$ cat src/rtl/sha_wb_ctrl.sv
// ---------------------------------------------------------------------------
// sha_wb_ctrl
//
// Wishbone front-end for an external SHA-256 core. The CPU pushes message
// words into an input FIFO. An autonomous feeder FSM hands them to the core
// in 16-word blocks. A status register, a completed-block counter, a
// maskable interrupt and auto-incrementing hash readback complete the
// register map.
//
// Register map (byte addresses):
//   0x00  W: bit0 init (flush + restart), bit2 reload IV into CORE_HX
//         R: {level[15:8], irq_pend[5], ovf[4], full[3], empty[2], done[1], busy[0]}
//   0x04  W: push a message word into the FIFO
//   0x08  R: hash word hash_idx of CORE_HASH_I, then hash_idx advances (wraps 7->0)
//   0x0C  W: shift a word into CORE_HX from the bottom (ignored while busy)
//   0x10  W: bit0 irq_en, bit1 clear irq_pend, bit2 clear ovf
//         R: {ovf, irq_pend, irq_en}
//   0x14  R: completed-block counter
//
// Ports:
//   CLK_I, RST_N_I        clock, asynchronous active-low reset
//   SHA_STB_I/WE_I/ADR_I/DAT_I   Wishbone slave inputs
//   SHA_ACK_O/DAT_O/ERR_O/RTY_O  Wishbone slave outputs (ERR/RTY tied low)
//   IRQ_O                 level interrupt, irq_pend & irq_en
//   CORE_INIT_O/VLD_O/DIN_O/HX_O drive the SHA core
//   CORE_DONE_I/HASH_I    results from the SHA core
// ---------------------------------------------------------------------------
module sha_wb_ctrl #(
   parameter int FIFO_AW   = 5,
   parameter int BLK_WORDS = 16,
   parameter int CNT_W     = 16
) (
   input  logic         CLK_I,
   input  logic         RST_N_I,
   input  logic         SHA_STB_I,
   input  logic         SHA_WE_I,
   input  logic [4:0]   SHA_ADR_I,
   input  logic [31:0]  SHA_DAT_I,
   output logic         SHA_ACK_O,
   output logic [31:0]  SHA_DAT_O,
   output logic         SHA_ERR_O,
   output logic         SHA_RTY_O,
   output logic         IRQ_O,
   output logic         CORE_INIT_O,
   output logic         CORE_VLD_O,
   output logic [31:0]  CORE_DIN_O,
   output logic [255:0] CORE_HX_O,
   input  logic         CORE_DONE_I,
   input  logic [255:0] CORE_HASH_I
);

   localparam int DEPTH  = 1 << FIFO_AW;
   localparam int LVL_W  = FIFO_AW + 1;
   localparam int WCNT_W = (BLK_WORDS > 1) ? $clog2(BLK_WORDS) : 1;

   localparam logic [255:0] SHA_IV = {
      32'h6a09e667, 32'hbb67ae85, 32'h3c6ef372, 32'ha54ff53a,
      32'h510e527f, 32'h9b05688c, 32'h1f83d9ab, 32'h5be0cd19
   };

   typedef enum logic [1:0] {
      StIdle,
      StFeed,
      StWait
   } state_e;

   state_e              state_q, state_d;
   logic [WCNT_W-1:0]   wcnt_q, wcnt_d;
   logic                doneEvt;

   logic                ack_q;
   logic [31:0]         dat_q;
   logic [31:0]         rdData;

   logic [31:0]         mem [DEPTH];
   logic [FIFO_AW-1:0]  wrPtr_q, rdPtr_q;
   logic [LVL_W-1:0]    level_q;

   logic                coreInit_q;
   logic                coreVld_q;
   logic [31:0]         coreDin_q;
   logic [255:0]        hx_q;

   logic                done_q;
   logic                ovf_q;
   logic                irqPend_q;
   logic                irqEn_q;
   logic [CNT_W-1:0]    blkCnt_q;
   logic [2:0]          hashIdx_q;

   // Bus decode: every side effect happens on the STB & ~ACK cycle only.
   logic access, wrAcc, rdAcc;
   logic initCmd, ivCmd, dinWr, hxWr, ctrlWr, hashRd;
   logic fifoFull, fifoEmpty, push, pop, dropped, busy;

   assign access  = SHA_STB_I & ~ack_q;
   assign wrAcc   = access & SHA_WE_I;
   assign rdAcc   = access & ~SHA_WE_I;
   assign initCmd = wrAcc & (SHA_ADR_I == 5'h00) & SHA_DAT_I[0];
   assign ivCmd   = wrAcc & (SHA_ADR_I == 5'h00) & SHA_DAT_I[2];
   assign dinWr   = wrAcc & (SHA_ADR_I == 5'h04);
   assign hxWr    = wrAcc & (SHA_ADR_I == 5'h0C);
   assign ctrlWr  = wrAcc & (SHA_ADR_I == 5'h10);
   assign hashRd  = rdAcc & (SHA_ADR_I == 5'h08);

   assign busy      = (state_q != StIdle);
   assign fifoFull  = (level_q == LVL_W'(DEPTH));
   assign fifoEmpty = (level_q == '0);

   // Fullness is judged on the registered level, before any same-cycle pop,
   // and init discards a push because it flushes the FIFO anyway.
   assign push    = dinWr & ~fifoFull & ~initCmd;
   assign dropped = dinWr & fifoFull & ~initCmd;
   assign pop     = (state_q == StFeed) & ~initCmd;

   // Feeder FSM state register.
   always_ff @(posedge CLK_I or negedge RST_N_I) begin
      if (!RST_N_I) begin
         state_q <= StIdle;
         wcnt_q  <= '0;
      end else begin
         state_q <= state_d;
         wcnt_q  <= wcnt_d;
      end
   end

   // Feeder FSM next state. A block is only started once a full block is
   // already buffered, so FEED never has to stall for data. Init aborts
   // whatever the feeder is doing and swallows a coincident core done.
   always_comb begin
      state_d = state_q;
      wcnt_d  = wcnt_q;
      doneEvt = 1'b0;
      case (state_q)
         StIdle: begin
            if (level_q >= LVL_W'(BLK_WORDS)) begin
               state_d = StFeed;
               wcnt_d  = '0;
            end
         end
         StFeed: begin
            if (wcnt_q == WCNT_W'(BLK_WORDS - 1)) begin
               state_d = StWait;
               wcnt_d  = '0;
            end else begin
               wcnt_d = wcnt_q + 1'b1;
            end
         end
         StWait: begin
            if (CORE_DONE_I) begin
               state_d = StIdle;
               doneEvt = 1'b1;
            end
         end
         default: state_d = StIdle;
      endcase
      if (initCmd) begin
         state_d = StIdle;
         wcnt_d  = '0;
         doneEvt = 1'b0;
      end
   end

   // FIFO storage has no reset; only the pointers and level matter.
   always_ff @(posedge CLK_I) begin
      if (push) begin
         mem[wrPtr_q] <= SHA_DAT_I;
      end
   end

   // FIFO pointers and fill level; init flushes everything.
   always_ff @(posedge CLK_I or negedge RST_N_I) begin
      if (!RST_N_I) begin
         wrPtr_q <= '0;
         rdPtr_q <= '0;
         level_q <= '0;
      end else if (initCmd) begin
         wrPtr_q <= '0;
         rdPtr_q <= '0;
         level_q <= '0;
      end else begin
         if (push) wrPtr_q <= wrPtr_q + 1'b1;
         if (pop)  rdPtr_q <= rdPtr_q + 1'b1;
         case ({push, pop})
            2'b10:   level_q <= level_q + 1'b1;
            2'b01:   level_q <= level_q - 1'b1;
            default: level_q <= level_q;
         endcase
      end
   end

   // Core-side outputs: the popped word is presented one cycle after the pop.
   always_ff @(posedge CLK_I or negedge RST_N_I) begin
      if (!RST_N_I) begin
         coreInit_q <= 1'b0;
         coreVld_q  <= 1'b0;
         coreDin_q  <= '0;
         hx_q       <= SHA_IV;
      end else begin
         coreInit_q <= initCmd;
         coreVld_q  <= pop;
         if (pop) coreDin_q <= mem[rdPtr_q];
         if (ivCmd) begin
            hx_q <= SHA_IV;
         end else if (hxWr && !busy) begin
            hx_q <= {hx_q[223:0], SHA_DAT_I};
         end
      end
   end

   // Status flags, interrupt and counters. Setting events win over
   // same-cycle software clears so a completion is never lost.
   always_ff @(posedge CLK_I or negedge RST_N_I) begin
      if (!RST_N_I) begin
         done_q    <= 1'b0;
         ovf_q     <= 1'b0;
         irqPend_q <= 1'b0;
         irqEn_q   <= 1'b0;
         blkCnt_q  <= '0;
         hashIdx_q <= '0;
      end else begin
         if (initCmd)      done_q <= 1'b0;
         else if (doneEvt) done_q <= 1'b1;
         else if (dinWr)   done_q <= 1'b0;

         if (dropped)                      ovf_q <= 1'b1;
         else if (ctrlWr && SHA_DAT_I[2])  ovf_q <= 1'b0;

         if (doneEvt)                      irqPend_q <= 1'b1;
         else if (ctrlWr && SHA_DAT_I[1])  irqPend_q <= 1'b0;

         if (ctrlWr) irqEn_q <= SHA_DAT_I[0];

         if (initCmd)                    blkCnt_q <= '0;
         else if (doneEvt && !(&blkCnt_q)) blkCnt_q <= blkCnt_q + 1'b1;

         if (initCmd)     hashIdx_q <= '0;
         else if (hashRd) hashIdx_q <= hashIdx_q + 1'b1;
      end
   end

   // Read mux. The level field is 8 bits wide; the deepest FIFO (256 words)
   // would overflow it, so that single case reads as 0xFF.
   always_comb begin
      logic [8:0]   level9;
      logic [7:0]   levelByte;
      logic [255:0] hashSh;
      level9    = 9'(level_q);
      levelByte = level9[8] ? 8'hFF : level9[7:0];
      hashSh    = CORE_HASH_I << (32 * hashIdx_q);
      rdData    = '0;
      case (SHA_ADR_I)
         5'h00:   rdData = {16'b0, levelByte, 2'b0, irqPend_q, ovf_q,
                            fifoFull, fifoEmpty, done_q, busy};
         5'h08:   rdData = hashSh[255:224];
         5'h10:   rdData = {29'b0, ovf_q, irqPend_q, irqEn_q};
         5'h14:   rdData = 32'(blkCnt_q);
         default: rdData = '0;
      endcase
   end

   // Wishbone handshake: single-cycle ACK, read data registered alongside it.
   always_ff @(posedge CLK_I or negedge RST_N_I) begin
      if (!RST_N_I) begin
         ack_q <= 1'b0;
         dat_q <= '0;
      end else begin
         ack_q <= access;
         if (rdAcc)       dat_q <= rdData;
         else if (access) dat_q <= '0;
      end
   end

   assign SHA_ACK_O   = ack_q;
   assign SHA_DAT_O   = dat_q;
   assign SHA_ERR_O   = 1'b0;
   assign SHA_RTY_O   = 1'b0;
   assign IRQ_O       = irqPend_q & irqEn_q;
   assign CORE_INIT_O = coreInit_q;
   assign CORE_VLD_O  = coreVld_q;
   assign CORE_DIN_O  = coreDin_q;
   assign CORE_HX_O   = hx_q;

endmodule

$ cat config.mk
export PLATFORM = sky130hd
export DESIGN_NAME = sha_wb_ctrl
export DESIGN_NICKNAME = d
export VERILOG_FILES = /design/src/rtl/sha_wb_ctrl.sv
export SDC_FILE = /design/constraint.sdc
export NUM_CORES = 1
export LEC_CHECK = 0
export ABC_AREA = 1
export BUFFER_PORTS_ARGS = -buffer_cell sky130_fd_sc_hd__buf_2
export CAP_MARGIN = 40
export CORE_AREA = 2 2 332 334
export DETAILED_ROUTE_END_ITERATION = 10
export DIE_AREA = 0 0 334 336
export PLACE_DENSITY_LB_ADDON = 0.05
export SYNTH_ARGS = -nofsm -noshare
export SYNTH_HDL_FRONTEND = slang
export SYNTH_SLANG_ARGS = --single-unit
$ cat constraint.sdc
create_clock -name CLK_I -period 4.5 [get_ports CLK_I]
set_input_delay 0.45 -clock CLK_I [delete_from_list [all_inputs] [get_ports CLK_I]]
set_output_delay 0.45 -clock CLK_I [all_outputs]
set_load 0.03 [all_outputs]
# Word-level counts from Yosys, hierarchy flattened
# Memories as Yosys holds them, arrays and structs flattened. A register that Yosys moved wholly into a read port is not among the register bits.
# Cells that the tools add are included.
[totals] output_inout_bits=326 elab_cells=121 latchBits=0 ram_bits=1024 input_bits=298 rom_bits=0 reg_bits=336 memories=1
[mem_list] name="mem" depth=32 width=32 read_ports=1 rd_clocked_by_memory_dff=1 wr=1 line_no="75" rtl="logic [31:0] mem [DEPTH];"
[classes] n_shift=1 mux=36 n_mul=0 magnitude_cmp=1 bitwise=20 n_eq_ne=14 div_mod_pow=0 n_reduce_logical=25 addsub=7
[ops] cell="$mux W256" count=2
[ops] cell="$shl A256 B8 Y256" count=1
[ops] cell="$pmux W32 S4" count=1
[ops] cell="$mux W32" count=2
[ops] cell="$mux W16" count=2
[ops] cell="$mux W5" count=4
[ops] cell="$reduce_bool A2 Y1" count=9
[ops] cell="$add A16 B1 Y16 const B" count=1
[ops] cell="$and A1 B1 Y1" count=16
[ops] cell="$reduce_and A16 Y1" count=1
[ops] cell="$mux W1" count=12
[ops] cell="$mux W4" count=3
[ops] cell="$pmux W6 S2" count=1
[ops] cell="$add A5 B1 Y5 const B" count=2
[ops] cell="$eq A5 B4 Y1 const B" count=2
[ops] cell="$eq A5 B5 Y1 const B" count=2
[ops] cell="$reduce_bool A3 Y1" count=3
[ops] cell="$mux W2" count=4
[ops] cell="$pmux W4 S2" count=1
[ops] cell="$add A6 B1 Y6 const B" count=1
[ops] cell="$eq A6 B6 Y1 const B" count=1
[ops] cell="$ge A6 B5 Y1 const B" count=1
[ops] cell="$logic_not A6 Y1" count=1
[ops] cell="$mux W3" count=2
[ops] cell="other kinds (18)" count=29

# Depth between registers and ports, before layout
[logic_depth] word_depth=10 depth_mapped=16

# Worst setup path after synthesis
# Ideal clock, no wire load.
[synth_timing] path_kind="register to register" startpoint="reg ack_q (netlist: SHA_ACK_O)" endpoint="mem mem[10][0] (enable)" stages_incl_launch_ff=8 t_required_ns=3.998 t_arrival_ns=4.406 setup_time_ns=0.502 path_buffers=0 path_slack_ns=-0.407 path_cell_list="dfrtp_1 > inv_1 > nand3_1 > nor2_4 > nand3_2 > inv_1 > nand2_1 > nor4_1"
[synth_via] elab_chain_cells=9
[synth_lines] element="start: declaration" line_no="71" rtl="logic ack_q;"
[synth_lines] element="start signal: assignment" line_no="268" rtl="ack_q <= access;"
[synth_lines] element="$not A1 Y1 (*)" line_no="96" rtl="assign access = SHA_STB_I & ~ack_q;"
[synth_lines] element="$and A1 B1 Y1 (*)" line_no="96"
[synth_lines] element="$and A1 B1 Y1 (*)" line_no="97" rtl="assign wrAcc = access & SHA_WE_I;"
[synth_lines] element="$and A1 B1 Y1 (2 in a row)" line_no="99" rtl="assign initCmd = wrAcc & (SHA_ADR_I == 5'h00) & SHA_DAT_I[0];"
[synth_lines] element="$not A1 Y1" line_no="112" rtl="assign push = dinWr & ~fifoFull & ~initCmd;"
[synth_lines] element="$and A1 B1 Y1 (*)" line_no="112"
[synth_lines] element="$mux W1 (*)" line_no="166" rtl="if (push) begin"
[synth_lines] element="$mux W1 (not written as such) (*)" line_no="167" rtl="mem[wrPtr_q] <= SHA_DAT_I;"
[synth_lines] element="end: declaration" line_no="75"
# Mark *: on every way between the ends. The rest lies on a longest branch, timed or not.

# Worst setup path after layout
[layout_timing] startpoint="reg ack_q (netlist: SHA_ACK_O)" endpoint="mem mem[29][26] (enable)"
# The elaborated chain is that of the path after synthesis.

==> run metrics <==
status complete, no violations; total chip power 40,400 uW; Overflow after GRT 0; min-delay worst type input port to flop; I/O pin count 624; final slew viol count 0; drt total wl 183 mm; # DRC 0; most common cell after layout, fill and taps aside edfxtp_1; Ys Warns 0; Area Overhead vs Synth 16.9%; clk_lat worst skew 780 ps; HPWL after DPL 117 mm; cell area after synthesis 0.0572 mm^2; Post-DRT Antenna Nets 0; Setup violations, final 0; Avg Cell Area, Syn 11.9 um^2; initial antenna violation count 20; DRT iter0 DRCs 4,996; Tcrit/Tclk final 0.723; post-synthesis sequential area ratio 0.702; Syn Inst Count 4,811; Synth Register Bits 1,392; most frequent cells in the layout 1,024 x edfxtp_1, 705 x o21ai_0, 679 x nor2_1, 620 x buf_2, 478 x nand2_1; Root Driver clkbuf_16; clock-pin transition on the worst setup and hold timing paths 60 ps; maximum vdd drop 0.461 mV; Least-Margin Pin Slew 1300 ps; post-route cell area 0.0668 mm^2; pwr/cell area 605 mW/mm^2; clock skew 35.0 ps; Leakage 0.0253 uW; htree depth 4; Final Critical Period 3250 ps; largest net degree at the start of global routing 250; Hold Fails Final Rpt 0; TritonCTS Buffers 144; max cap viols 0; DR vias 41,400; CTS tree yes; Worst Setup Start Kind flop; crit path DAT 3710 ps; RePlAce Congestion 0.951; final net count 5,632; clk buf depth 3; Synth cell types 46; Overall Global Routing Usage 0.323; TritonRoute pass-1 iters 6; post-CTS setup buffers 0; first-pass GRT wire length 268 mm; Post-DP Area 0.0619 mm^2; crit path max fanout 21; number of global-route vias before repair 39,300; CTS sink count 1,392; Max Freq 308 MHz; DR vias/cell 6.02; Die Width 334 um; initial core utilization 0.527; routed len/inst 26.6 um; number of port buffers 621; crit end category flop; num rows 121; Die Height 336 um; Fill cells 8,712; Critical Path RT 4960 ps; RSZ-0062 raised after global routing no; critical path class flop to flop; Core Region 0.108 mm^2; Resize count post-CTS 0; total die area 0.112 mm^2; relative slew slack 0.136; layout cells sized above 1 0.214
metrics by stage:
step	instances	hold slack, ps	util	worst slack, ps	setup TNS, ps
2_1_floorplan	4812	154	-	-407	-52120
3_3_place_gp	6577	462	0.569	1190	0
3_5_place_dp	6590	460	0.571	1140	0
4_1_cts	6853	5.71	0.616	1260	0
5_1_grt	6860	77.9	0.616	1040	0
6_report	6866	45.3	0.617	1250	0
synth_stat cells (all sizes together):
library cell	instances	area [um^2]
a32o	10	100
nand3	218	1110
o31ai	1	7.51
clkinv	3	11.3
a21oi	13	65.1
o21ai	739	3710
conb	1	3.75
o32ai	17	149
o2111ai	2	17.5
dfrtp	232	5810
o22ai	188	1180
nand2	487	1860
ha	11	138
o221ai	132	1160
a22o	7	61.3
nor4	10	98.8
clkbuf	211	792
nor3	14	70.1
inv	201	757
buf	146	776
nand3b	1	7.51
nor3b	1	7.51
edfxtp	1024	30700
a31oi	3	18.8
mux2i	59	591
xor2	9	78.8
o211ai	142	1070
dfstp	136	3570
nand4	81	507
a221oi	1	8.76
mux2	1	11.3
nor2	710	2690
worst max-delay path: stages, from the launching register on:
cell and delay, ps:
dfrtp_1 380, inv_1 70, nand3_1 100, nor2_4 190, nand3_2 90, buf_4 190, inv_1 190, nand2_1 550
nor2_4 820, buf_4 350
final timing paths:
path                             endpoint  cells past startpoint           start  slack, ps
setup / recovery              mem[29][26]                      9       SHA_ACK_O       1250
hold / removal                 state_q[1]                      4     CORE_DONE_I         50
setup reg to reg              mem[29][26]                      9       SHA_ACK_O       1250
hold reg to reg            CORE_DIN_O[25]                      2  CORE_DIN_O[25]        470
max in group asynchronous      rdPtr_q[1]                      3         RST_N_I       3010
min in group asynchronous   CORE_HX_O[18]                      2         RST_N_I        320
layer usage:
layer | part of all wire | track usage
met5 | 0.00028 | 0
met4 | 0.027 | 0.0935
met3 | 0.087 | 0.0666
met2 | 0.46 | 0.494
met1 | 0.43 | 0.471
sequential cells by signal (all words and copies together), names as in the netlist:
register     flops
mem           1024
CORE_HX_O      256
CORE_DIN_O      32
SHA_DAT_O       32
blkCnt_q        16
level_q          6
rdPtr_q          5
wrPtr_q          5
wcnt_q           4
hashIdx_q        3
state_q          2
CORE_INIT_O      1
CORE_VLD_O       1
SHA_ACK_O        1
done_q           1
irqEn_q          1
irqPend_q        1
ovf_q            1
power breakdown:
part	leakage [uW]	internal, uW	switching, uW
registers	0.0134	14800	946
logic	0.00955	3410	9120
clock network	0.00240	7050	5160
kinds of logic (layout without fill, tap and decap cells):
logic type / count (synthesis) / count (layout) / synth area share
other: 1 / 15 / 0.0000656
flip-flops: 1392 / 1392 / 0.702
AO/OA/AOI/OAI: 1255 / 1255 / 0.132
AND/OR/NAND/NOR: 1522 / 1522 / 0.111
multiplexers: 60 / 60 / 0.0105
buffers and inverters: 561 / 1188 / 0.0409
XOR/XNOR: 9 / 9 / 0.00138
adder cells (fa/ha/maj): 11 / 11 / 0.00241
what timing repair did:
action / CTS / global route
hold buffers: 1 / 0
hold endpoints to repair: 61 / 0
endpoints found under the setup margin: 0 / 0
final cells by class:
cell class                      instances  area [um^2]  share of cell area
Timing Repair Buffer                  722         4270              0.0639
Inverter                              204          787              0.0118
Multi-Input combinational cell       2859        15000               0.224
Clock inverter                         83          907              0.0136
Antenna cell                           13         32.5            0.000487
Tap cell                             1414         1770              0.0265
Sequential cell                      1392        40100               0.601
Clock buffer                          179         3960              0.0592
Power figures use the tool's default switching activity.
